### src/rtl/input_debounce.sv
// Synchronises, debounces and holds the board buttons and switches as stable levels,
// with registered one-cycle press/release pulses per button and a switch-change pulse.
module input_debounce #(
    parameter int DEBOUNCE_CYCLES = 1000000,
    parameter int CNT_W           = 20,
    parameter int NBTN            = 5,
    parameter int NSW             = 16
) (
    input  logic            clk,
    input  logic            rst,
    input  logic [NBTN-1:0] in_btn_raw,
    input  logic [NSW-1:0]  in_swi_raw,
    output logic [NBTN-1:0] out_butten,
    output logic [NSW-1:0]  out_swi,
    output logic [NBTN-1:0] out_btn_press,
    output logic [NBTN-1:0] out_btn_release,
    output logic            out_swi_changed
);

    localparam int NCH = NBTN + NSW;
    localparam logic [CNT_W-1:0] CNT_LAST = CNT_W'(DEBOUNCE_CYCLES - 1);

    logic [NCH-1:0]   raw;
    logic [NCH-1:0]   s1_p0;
    logic [NCH-1:0]   s2_p1;
    logic [NCH-1:0]   stb_p2;
    logic [NCH-1:0]   differ;
    logic [NCH-1:0]   accept;
    logic [CNT_W-1:0] cnt     [NCH];
    logic [CNT_W-1:0] cnt_nxt [NCH];
    logic [NBTN-1:0]  press_p2;
    logic [NBTN-1:0]  release_p2;
    logic             swi_changed_p2;

    // Counter saturates at CNT_LAST by returning to zero on accept; never wraps.
    function automatic logic [CNT_W-1:0] cnt_step(input logic dif, input logic [CNT_W-1:0] c);
        if (!dif || (c == CNT_LAST))
            return '0;
        return c + CNT_W'(1);
    endfunction

    assign raw = {in_swi_raw, in_btn_raw};

    always_comb begin
        differ = s2_p1 ^ stb_p2;
        accept = '0;
        for (int i = 0; i < NCH; i++) begin
            cnt_nxt[i] = cnt_step(differ[i], cnt[i]);
            accept[i]  = differ[i] && (cnt[i] == CNT_LAST);
        end
    end

    always_ff @(posedge clk or negedge rst) begin
        if (!rst) begin
            s1_p0          <= '0;
            s2_p1          <= '0;
            stb_p2         <= '0;
            press_p2       <= '0;
            release_p2     <= '0;
            swi_changed_p2 <= 1'b0;
            for (int i = 0; i < NCH; i++)
                cnt[i] <= '0;
        end else begin
            // stage p0/p1: two-flop synchroniser
            s1_p0 <= raw;
            s2_p1 <= s1_p0;
            // stage p2: accept flips the stable level toward s2, pulses coincide with it
            stb_p2         <= stb_p2 ^ accept;
            press_p2       <= accept[NBTN-1:0] & s2_p1[NBTN-1:0];
            release_p2     <= accept[NBTN-1:0] & ~s2_p1[NBTN-1:0];
            swi_changed_p2 <= |accept[NCH-1:NBTN];
            for (int i = 0; i < NCH; i++)
                cnt[i] <= cnt_nxt[i];
        end
    end

    assign out_butten      = stb_p2[NBTN-1:0];
    assign out_swi         = stb_p2[NCH-1:NBTN];
    assign out_btn_press   = press_p2;
    assign out_btn_release = release_p2;
    assign out_swi_changed = swi_changed_p2;

endmodule

### config.mk
export PLATFORM = sky130hd
export DESIGN_NAME = input_debounce
export DESIGN_NICKNAME = d
export VERILOG_FILES = /design/src/rtl/input_debounce.sv
export SDC_FILE = /design/constraint.sdc
export NUM_CORES = 1
export LEC_CHECK = 0
export CAP_MARGIN = 25
export CORE_ASPECT_RATIO = 1.1
export CORE_MARGIN = 2
export CORE_UTILIZATION = 60
export CTS_CLUSTER_DIAMETER = 100
export DETAILED_ROUTE_END_ITERATION = 12
export GPL_TIMING_DRIVEN = 0
export PLACE_DENSITY = 0.77
export SYNTH_ARGS = -nofsm -noshare
export SYNTH_HDL_FRONTEND = slang
export SYNTH_SLANG_ARGS = --single-unit
### constraint.sdc
create_clock -name clk -period 2.4 [get_ports clk]
set_clock_uncertainty 0.2 [all_clocks]
set_input_delay 0.24 -clock clk [delete_from_list [all_inputs] [get_ports clk]]
set_output_delay 0.24 -clock clk [all_outputs]
set_load 0.05 [all_outputs]
# Word-level counts from Yosys, hierarchy flattened
# Cells that the tools add are included.
[totals]
register_bits = 494
elab_cells = 201
[op_classes]
add_sub_neg = 21
n_eq_ne = 21
n_mux = 63
bitwise = 5
n_reduce_logical = 64
[op_table]
columns = ["operator", "count"]
rows = [
  ["2-to-1 mux 20 bit", 42],
  ["adder 20 x 1 -> 20 bit (second input constant)", 21],
  ["equality test 20 bit (second input constant)", 21],
  ["bitwise XOR 21 bit", 2],
  ["logical AND 1 bit", 21],
  ["zero test 1 bit", 21],
  ["logical OR 1 bit", 21],
  ["2-to-1 mux 1 bit", 21],
  ["OR reduction 16 bit", 1],
  ["bitwise AND 5 bit", 2],
  ["inverter 5 bit", 1],
]

# Longest topological paths before layout
[logic_depth]
word_depth = 5
depth_mapped = 8

# Least setup slack after synthesis
# Ideal clock, no wire load.
[synth_path]
kind = "reg2reg"
start = "register cnt[180] in the netlist's numbering"
end = "register swi_changed_p2 (netlist: out_swi_changed)"
setup_time_ns = 0.090
arrival_time_ns = 1.879
t_required_ns = 2.110
slack_ns = 0.231
path_stages_with_launch = 8
path_buffers = 0
synth_period_minus_slack_ns = 2.169
cell_sequence = "dfrtp_1 ha_1 nand3_2 or2_4 or4_1 o32a_1 and4_4 o2111ai_1"
[synth_via]
elab_chain_cells = 3
[synth_lines]
columns = ["item", "line_no", "source"]
rows = [
  ["start: declaration", "29", "logic [CNT_W-1:0] cnt [NCH];"],
  ["start signal: indexed assignment", "73", "cnt[i] <= cnt_nxt[i];"],
  ["equality test 20 bit", "49", "accept[i] = differ[i] && (cnt[i] == CNT_LAST);"],
  ["logical AND 1 bit", "49", ""],
  ["OR reduction 16 bit", "71", "swi_changed_p2 <= |accept[NCH-1:NBTN];"],
  ["end signal: assignment", "71", ""],
  ["end: declaration", "33", "logic swi_changed_p2;"],
]
# Every way passes these cells.

# Final worst setup path
[layout_path]
start = "register cnt[181] in the netlist's numbering"
end = "register swi_changed_p2 (netlist: out_swi_changed)"
# Same word-level chain as after synthesis.

==> impl_metrics.env <==
export IMPL_drive_gt1_share_pct=7.761
export IMPL_swShare_pct=21.18
export IMPL_clk_path_buf_depth=3
export IMPL_root_buffer="clkbuf_16"
export IMPL_clock_power_share_pct=47.4
export IMPL_ys_ff_latch=494
export IMPL_dp_hpwl_um=27670
export IMPL_grt_pass1_vias=15808
export IMPL_combPwrFrac_pct=3.3
export IMPL_synth_edff_count=0
export IMPL_first_pass_iters=5
export IMPL_start_kind="register"
export IMPL_slew_headroom_pct=47.30
export IMPL_worst_pin_slew_ps=779.6
export IMPL_final_cells=2852
export IMPL_rr_startpoint="cnt[181]$_DFF_PN0_"
export IMPL_cp_top_family="simple AND/OR/NAND/NOR gates"
export IMPL_grt_max_degree=97
export IMPL_cts_max_level=2
export IMPL_postSynthCellCount=2186
export IMPL_cts_sinks=494
export IMPL_synthXorXnorAreaFrac_pct=15.00
export IMPL_grt_total_usage_pct=22.08
export IMPL_seqPwrFrac_pct=49.3
export IMPL_clk_latency_ps=590
export IMPL_ys_seq_area_share_pct=55.14
export IMPL_fmax_ghz=0.4245
export IMPL_hold_ws_ps=-37.93
export IMPL_fin_area_um2=25900
export IMPL_end_kind="register"
export IMPL_synth_nets=2230
export IMPL_nNetsFinal=2363
export IMPL_setup_viol=0
export IMPL_io_pins=55
export IMPL_synthMuxAreaShare_pct=1.055
export IMPL_violations="negative hold slack"
export IMPL_vias=15526
export IMPL_place_area_um2=23720
export IMPL_path_class="reg -> reg"
export IMPL_fp_coreArea_um2=37040
export IMPL_status="complete, but fails checks"
export IMPL_intPower_w=0.01368
export IMPL_placed_cells=2739
export IMPL_start_util_pct=60.54
export IMPL_hp_class="in -> async"
export IMPL_synth_ff_type="dfrtp_1"
export IMPL_cts_tree="built"
export IMPL_rsz0062_at_grt="yes"
export IMPL_synth_cell_types=49
export IMPL_drt_total_wl_um=41870
export IMPL_crit_fanout=4
export IMPL_cp_slowest_stage_delay_ps=400
export IMPL_final_core_util_pct=69.93
export IMPL_fp_dieH_um=206.7
export IMPL_rows=74
export IMPL_n_antenna_cell=0
export IMPL_async_reset_ff_share_pct=100.0
export IMPL_fp_dieW_um=188.3
export IMPL_powerDensity_nw_per_um2=669.9
export IMPL_grt_overflow_total=0
export IMPL_avgSynthCellArea_um2=10.26
export IMPL_drv_cap=0
export IMPL_grt_pass1_wl_um=72700
export IMPL_synth_simple_area_share_pct=25.22
export IMPL_synth_top_family_by_area="simple AND/OR/NAND/NOR gates"
export IMPL_path_cells="ha_2 > nand3_4 > or2_4 > or4_1 > o32a_1 > and4_4 > o2111ai_4"
export IMPL_crit_buf_inv=0
export IMPL_path_clk_slew_ps=60
export IMPL_io_buffers=54
export IMPL_yosysWarnings=0
export IMPL_dieArea_um2=38930
export IMPL_cts_buffers=50
export IMPL_routed_via_density=5.444
export IMPL_drt_initial_drc_count=792
export IMPL_finalMaxSlewViolations=0
export IMPL_synth_compound_area_share_pct=0.9320
export IMPL_crit_slowest_cell="or4_1"
export IMPL_synthesis_area_um2=22420
export IMPL_critPathLaunch="cnt[181]$_DFF_PN0_"
export IMPL_synthAdderAreaFrac_pct=1.172
export IMPL_cp_arrival_ps=2640
export IMPL_drc_errors=0
export IMPL_hold_viol=51
export IMPL_vdd_ir_drop_max_uv=549.2
export IMPL_leakage_nw=11.25
export IMPL_syn_to_final_growth_pct=15.52
export IMPL_wl_per_cell_um=14.68
export IMPL_required_ps=2680
export IMPL_ant_nets=0
export IMPL_fin_crit_ps=2356
export IMPL_antenna_found_initial=1
export IMPL_fin_crit_sh_pct=98.16
export IMPL_gp_congestion=0.7961
export IMPL_p_sw_w=0.003676
## state kept, by name, indices dropped and copies added, names as in the netlist, named ones only
name / cells
cnt: 420
out_btn_press: 5
out_btn_release: 5
out_swi_changed: 1
s1_p0: 21
s2_p1: 21
## synthesized netlist by cell type (16+ instances only)
master,number,share of area (%)
dfrtp_1,494,55
inv_1,35,0.59
and3_1,51,1.4
o21ai_0,16,0.36
a21oi_1,17,0.38
nor2_1,491,8.2
and4_1,26,1.0
nor4b_1,25,0.98
nand3_1,154,3.4
ha_1,21,1.2
nor4_1,21,0.59
nand4_1,80,2.2
mux2_2,21,1.1
xnor2_1,138,5.4
nand2_1,153,2.6
buf_2,20,0.45
nor3_1,36,0.80
or3_1,18,0.50
xor2_1,246,9.6
## final timing paths
path	to	depth (start not counted)	slack (ps)
worst max register to register	out_swi_changed$_DFF_PN0_	7	40
max in group asynchronous	s1_p0[4]$_DFF_PN0_	5	440
min in group clk	s2_p1[15]$_DFF_PN0_	0	150
worst min register to register	s2_p1[15]$_DFF_PN0_	0	150
worst max-delay path	out_swi_changed$_DFF_PN0_	7	40
worst min-delay path	cnt[184]$_DFF_PN0_	2	-40
## routing by layer
layer / track usage [%] / wire (µm) / vias to the layer above
met5: 0 / 0 / -
li1: - / - / 7610
met1: 28.68 / 18600 / 7693
met2: 38.47 / 21220 / 163
met3: 4.108 / 1329 / 60
met4: 5.999 / 726 / 0
## power by group through the flow
stage | sequential, W | clock [W] | combinational, W
2_1_floorplan | 0.00868 | 0 | 0.000257
3_3_place_gp | 0.00872 | 0 | 0.000513
3_5_place_dp | 0.00871 | 0 | 0.000558
4_1_cts | 0.00855 | 0.00843 | 0.000593
5_1_grt | 0.00857 | 0.00875 | 0.000669
6_report | 0.00856 | 0.00822 | 0.000578
## logic make-up after synthesis
kind of cell    Yosys count
flops                   494
xor+xnor                384
compound gates           38
fa+ha+maj                21
mux                      21
buf+inv                  75
simple gates           1153
## cell usage in the layout, fill, tap and decap left out, types with 6 or more instances in the layout
cell type,netlist,final
nand4_1,80,80
clkbuf_8,0,8
nand3b_1,6,6
buf_4,3,11
nor3_1,36,34
nor3b_1,12,12
clkbuf_1,14,12
or3b_1,7,7
bufinv_16,0,7
dlygate4sd3_1,0,24
nor2_1,491,489
buf_2,20,15
o21ai_0,16,16
dfrtp_1,494,494
inv_1,35,35
or2_2,10,10
clkinv_2,0,12
nand3_1,154,153
a21oi_1,17,17
nor4_1,21,16
and3_1,51,51
clkbuf_16,0,53
ha_1,21,20
nor4b_1,25,25
clkdlybuf4s50_1,0,53
nand2_1,153,152
nand2b_1,11,9
mux2_2,21,21
xor2_1,246,246
nor4bb_1,11,11
xnor2_1,138,138
or3_1,18,18
nand4b_1,7,7
and4_1,26,26
## per-stage QoR
step                setup slack (ps)  total power [W]  TNS (ps)  hold WS (ps)
floorplan                      230.9         0.008938         0        -255.6
global placement              -20310         0.009228         -         132.3
detailed placement            -183.5         0.009264     -4563         39.74
CTS                            18.33          0.01758         0         17.74
global route                  -16.19          0.01799    -62.83        -29.22
finish                         44.06          0.01735         0        -37.93
## worst reg2reg max path, cell delays in order (launching register included)
cell	delay [ps]
dfrtp_1	360
ha_2	220
nand3_4	70
or2_4	280
or4_1	400
o32a_1	390
and4_4	230
o2111ai_4	110
## cell type report
class / instances / area, µm²
Inverter: 35 / 131.4
Clock inverter: 21 / 286.5
Buffer: 29 / 167.7
Timing Repair Buffer: 92 / 996.0
Clock buffer: 70 / 1470
Tap cell: 494 / 618.1
Sequential cell: 494 / 12360
Fill cell: 2726 / 11140
Multi-Input combinational cell: 1617 / 9868
## repair_timing
item | in CTS | in global routing
pin swaps | 0 | 7
gates cloned | 0 | 0
endpoints found under the setup margin | 60 | 239
resized for setup | 9 | 28
hold buffers | 22 | 2
buffers inserted | 1 | 8
endpoints found under the hold margin | 259 | 8
Power figures use the tool's default switching activity.
==> RTL edit: new RTL, same flow settings <==
The output `out_btn_press` loses its register stage (`press_p2` becomes a continuous assignment).
--- a/src/rtl/input_debounce.sv
+++ b/src/rtl/input_debounce.sv
@@ -55,7 +55,6 @@
             s1_p0          <= '0;
             s2_p1          <= '0;
             stb_p2         <= '0;
-            press_p2       <= '0;
             release_p2     <= '0;
             swi_changed_p2 <= 1'b0;
             for (int i = 0; i < NCH; i++)
@@ -66,13 +65,14 @@
             s2_p1 <= s1_p0;
             // stage p2: accept flips the stable level toward s2, pulses coincide with it
             stb_p2         <= stb_p2 ^ accept;
-            press_p2       <= accept[NBTN-1:0] & s2_p1[NBTN-1:0];
             release_p2     <= accept[NBTN-1:0] & ~s2_p1[NBTN-1:0];
             swi_changed_p2 <= |accept[NCH-1:NBTN];
             for (int i = 0; i < NCH; i++)
                 cnt[i] <= cnt_nxt[i];
         end
     end
+
+    assign press_p2 = accept[NBTN-1:0] & s2_p1[NBTN-1:0];
 
     assign out_butten      = stb_p2[NBTN-1:0];
     assign out_swi         = stb_p2[NCH-1:NBTN];
Formal check against the unedited RTL: no difference found for any inputs over 4 cycles, from zero or initial values and one cycle with rst low; that may be too few to reach the edited logic, so the function may still have changed.
==> RTL edit against the unedited design <==
  * The flow finishes with violations (negative setup slack)
  * Cell count rose by 1.5%
  * Wire length is 2.1% higher
  * Sequential share of layout area decreased by 1.2 points
  * Final area rose by 1.7%
  * Non-clock buffer count rose by 52
  * Total power up 0.26%
  * Sequential power is 1% lower
  * Synthesized cell count is 0.23% lower
  * Die area shrank 0.55%
  * Sequential cell count shrank 5
  * Area after synthesis is 0.56% lower
  * Fmax shrank 8.0%
  * Setup slack got worse by 0.21 ns
  * Highest routed layer unchanged
==> RTL edit: results (changes against the unedited design) <==
- Flops & latches, synth: 489 (-1.0%)
- Largest net degree at the start of global routing: 129 (+33%)
- Ys async rst share: 1.000 (unchanged)
- Status: finished, violations left
- Clkbuf count: 71 (+1.4%)
- Worst-path maximum fanout: 3 (-1)
- Initial drt markers: 818 (+3.3%)
- Dpl cell area: 23590 µm² (-0.54%)
- Sequential portion of the cell area: 0.4648 (-0.01248)
- Worst setup margin: -0.1615 ns (-0.2056 ns)
- ClkCell Share: 0.06676 (-0.001071)
- Lkg Pwr: 0.01147 µW (+2.0%)
- Ranking of synthesized cells by area: dfrtp_1, xor2_1, nor2_1, xnor2_1, nand3_1
- Post-synthesis sequential area ratio: 0.5489 (-0.002518)
- Drt drc: 0 (unchanged)
- Placer congestion estimate: 0.7988 (+0.34%)
- Gr usage total: 0.2263 (+0.005451)
- Worst Path Arrival: 2.12 ns (-0.52 ns)
- Area occupied by multi-input gates: 10050 µm² (+1.8%)
- Total number of vias: 15810 (+1.8%)
- Mux cell area share after synthesis: 0.01061 (+0.00005919)
- WL/cell: 14.76 µm (+0.53%)
- Power Density: 660.2 nW/µm² (-1.5%)
- Final net count: 2410 (+2.0%)
- Failing checks: negative setup slack
- Number of fill cells: 2611 (-4.2%)
- Multi-input gates: 1617 (unchanged)
- Share of cells above drive strength 1: 0.1145 (+0.03688)
- Synth cell count leaders: nor2_1, dfrtp_1, xor2_1
- First-pass GRT wire length: 74000 µm (+1.8%)
- Non-clock buffer share of cell area: 0.05878 (+0.01385)
- Buffers, non-clock: 173 (+43%)
- Post-Synth Adder-Cell Area: 0.01179 (+0.00006577)
- Initial antenna violation count: 0 (-1)
- Rel. slew slack: 0.4617 (-0.01124)
- Mapped Nets: 2225 (-0.22%)
- Final setup violation count: 4 (+4)
- Post-DP HPWL: 26680 µm (-3.6%)
- Max VDD drop: 0.6204 mV (+13%)
## RTL edit: stage by stage
| step | worst slack, ns | std cells | setup TNS, ns | total power (µW) | utilization |
|---|---|---|---|---|---|
| after CTS | -0.1911 | 2877 | -0.4163 | 17560 | 0.7058 |
| final | -0.1615 | 2896 | -0.3088 | 17400 | 0.7151 |
| after detailed placement | -0.4513 | 2733 | -6.584 | 9168 | 0.6403 |
| after floorplan | -0.01326 | 2181 | -0.01326 | 8852 | - |
| after global routing | -0.2557 | 2896 | -0.8127 | 18010 | 0.7151 |
| after global placement | -19.96 | 2729 | -9742.60 | 9139 | 0.6371 |
## RTL edit: logic make-up (layout without fill, tap and decap cells)
logic type / count (synthesis) / in the layout
buffers and inverters: 75 / 296
adder cells (fa/ha/maj): 21 / 21
AO/OA/AOI/OAI: 36 / 36
AND/OR/NAND/NOR: 1154 / 1154
flip-flops: 489 / 489
multiplexers: 21 / 21
XOR/XNOR: 385 / 385
## RTL edit: timing repair
action | CTS | global route
cloned | 0 | 1
hold buffers | 22 | 0
hold endpoints to repair | 180 | 0
buffers inserted | 38 | 24
endpoints found under the setup margin | 67 | 299
resized for setup | 71 | 41
pin swaps | 21 | 17
## RTL edit: critical path, cell delays in order (launching register included)
cell     delay [ns]
dfrtp_1        0.37
ha_2           0.20
and3_4         0.20
nand3_4        0.07
or3_4          0.35
nor3b_2        0.18
buf_6          0.18
## RTL edit: report_power, final
part | total (µW) | switching, µW | internal [µW]
clock | 8300 | 3190 | 5110
combinational | 625 | 389 | 236
sequential | 8470 | 106 | 8370
total | 17400 | 3680 | 13700
## RTL edit: metal layers
layer | track usage | part of all wire | vias up
met5 | 0 | 0 | -
met4 | 0.05934 | 0.018 | 0
met3 | 0.03753 | 0.032 | 66
met2 | 0.3960 | 0.50 | 207
met1 | 0.2952 | 0.45 | 7853
li1 | - | - | 7686
## RTL edit: path summary, 6_finish.rpt
| kind | endpoint | startpoint | slack (ns) | cells past startpoint |
|---|---|---|---|---|
| min | cnt[356]$_DFF_PN0_ | rst | 0.01 | 2 |
| max reg2reg | cnt[149]$_DFF_PN0_ | cnt[153]$_DFF_PN0_ | 0.07 | 7 |
| min reg2reg | s2_p1[12]$_DFF_PN0_ | s1_p0[12]$_DFF_PN0_ | 0.14 | 0 |
| min in group clk | s2_p1[12]$_DFF_PN0_ | s1_p0[12]$_DFF_PN0_ | 0.14 | 0 |
| max | out_btn_press[1] | cnt[381]$_DFF_PN0_ | -0.16 | 6 |
| max in group asynchronous | cnt[145]$_DFF_PN0_ | rst | 0.36 | 5 |
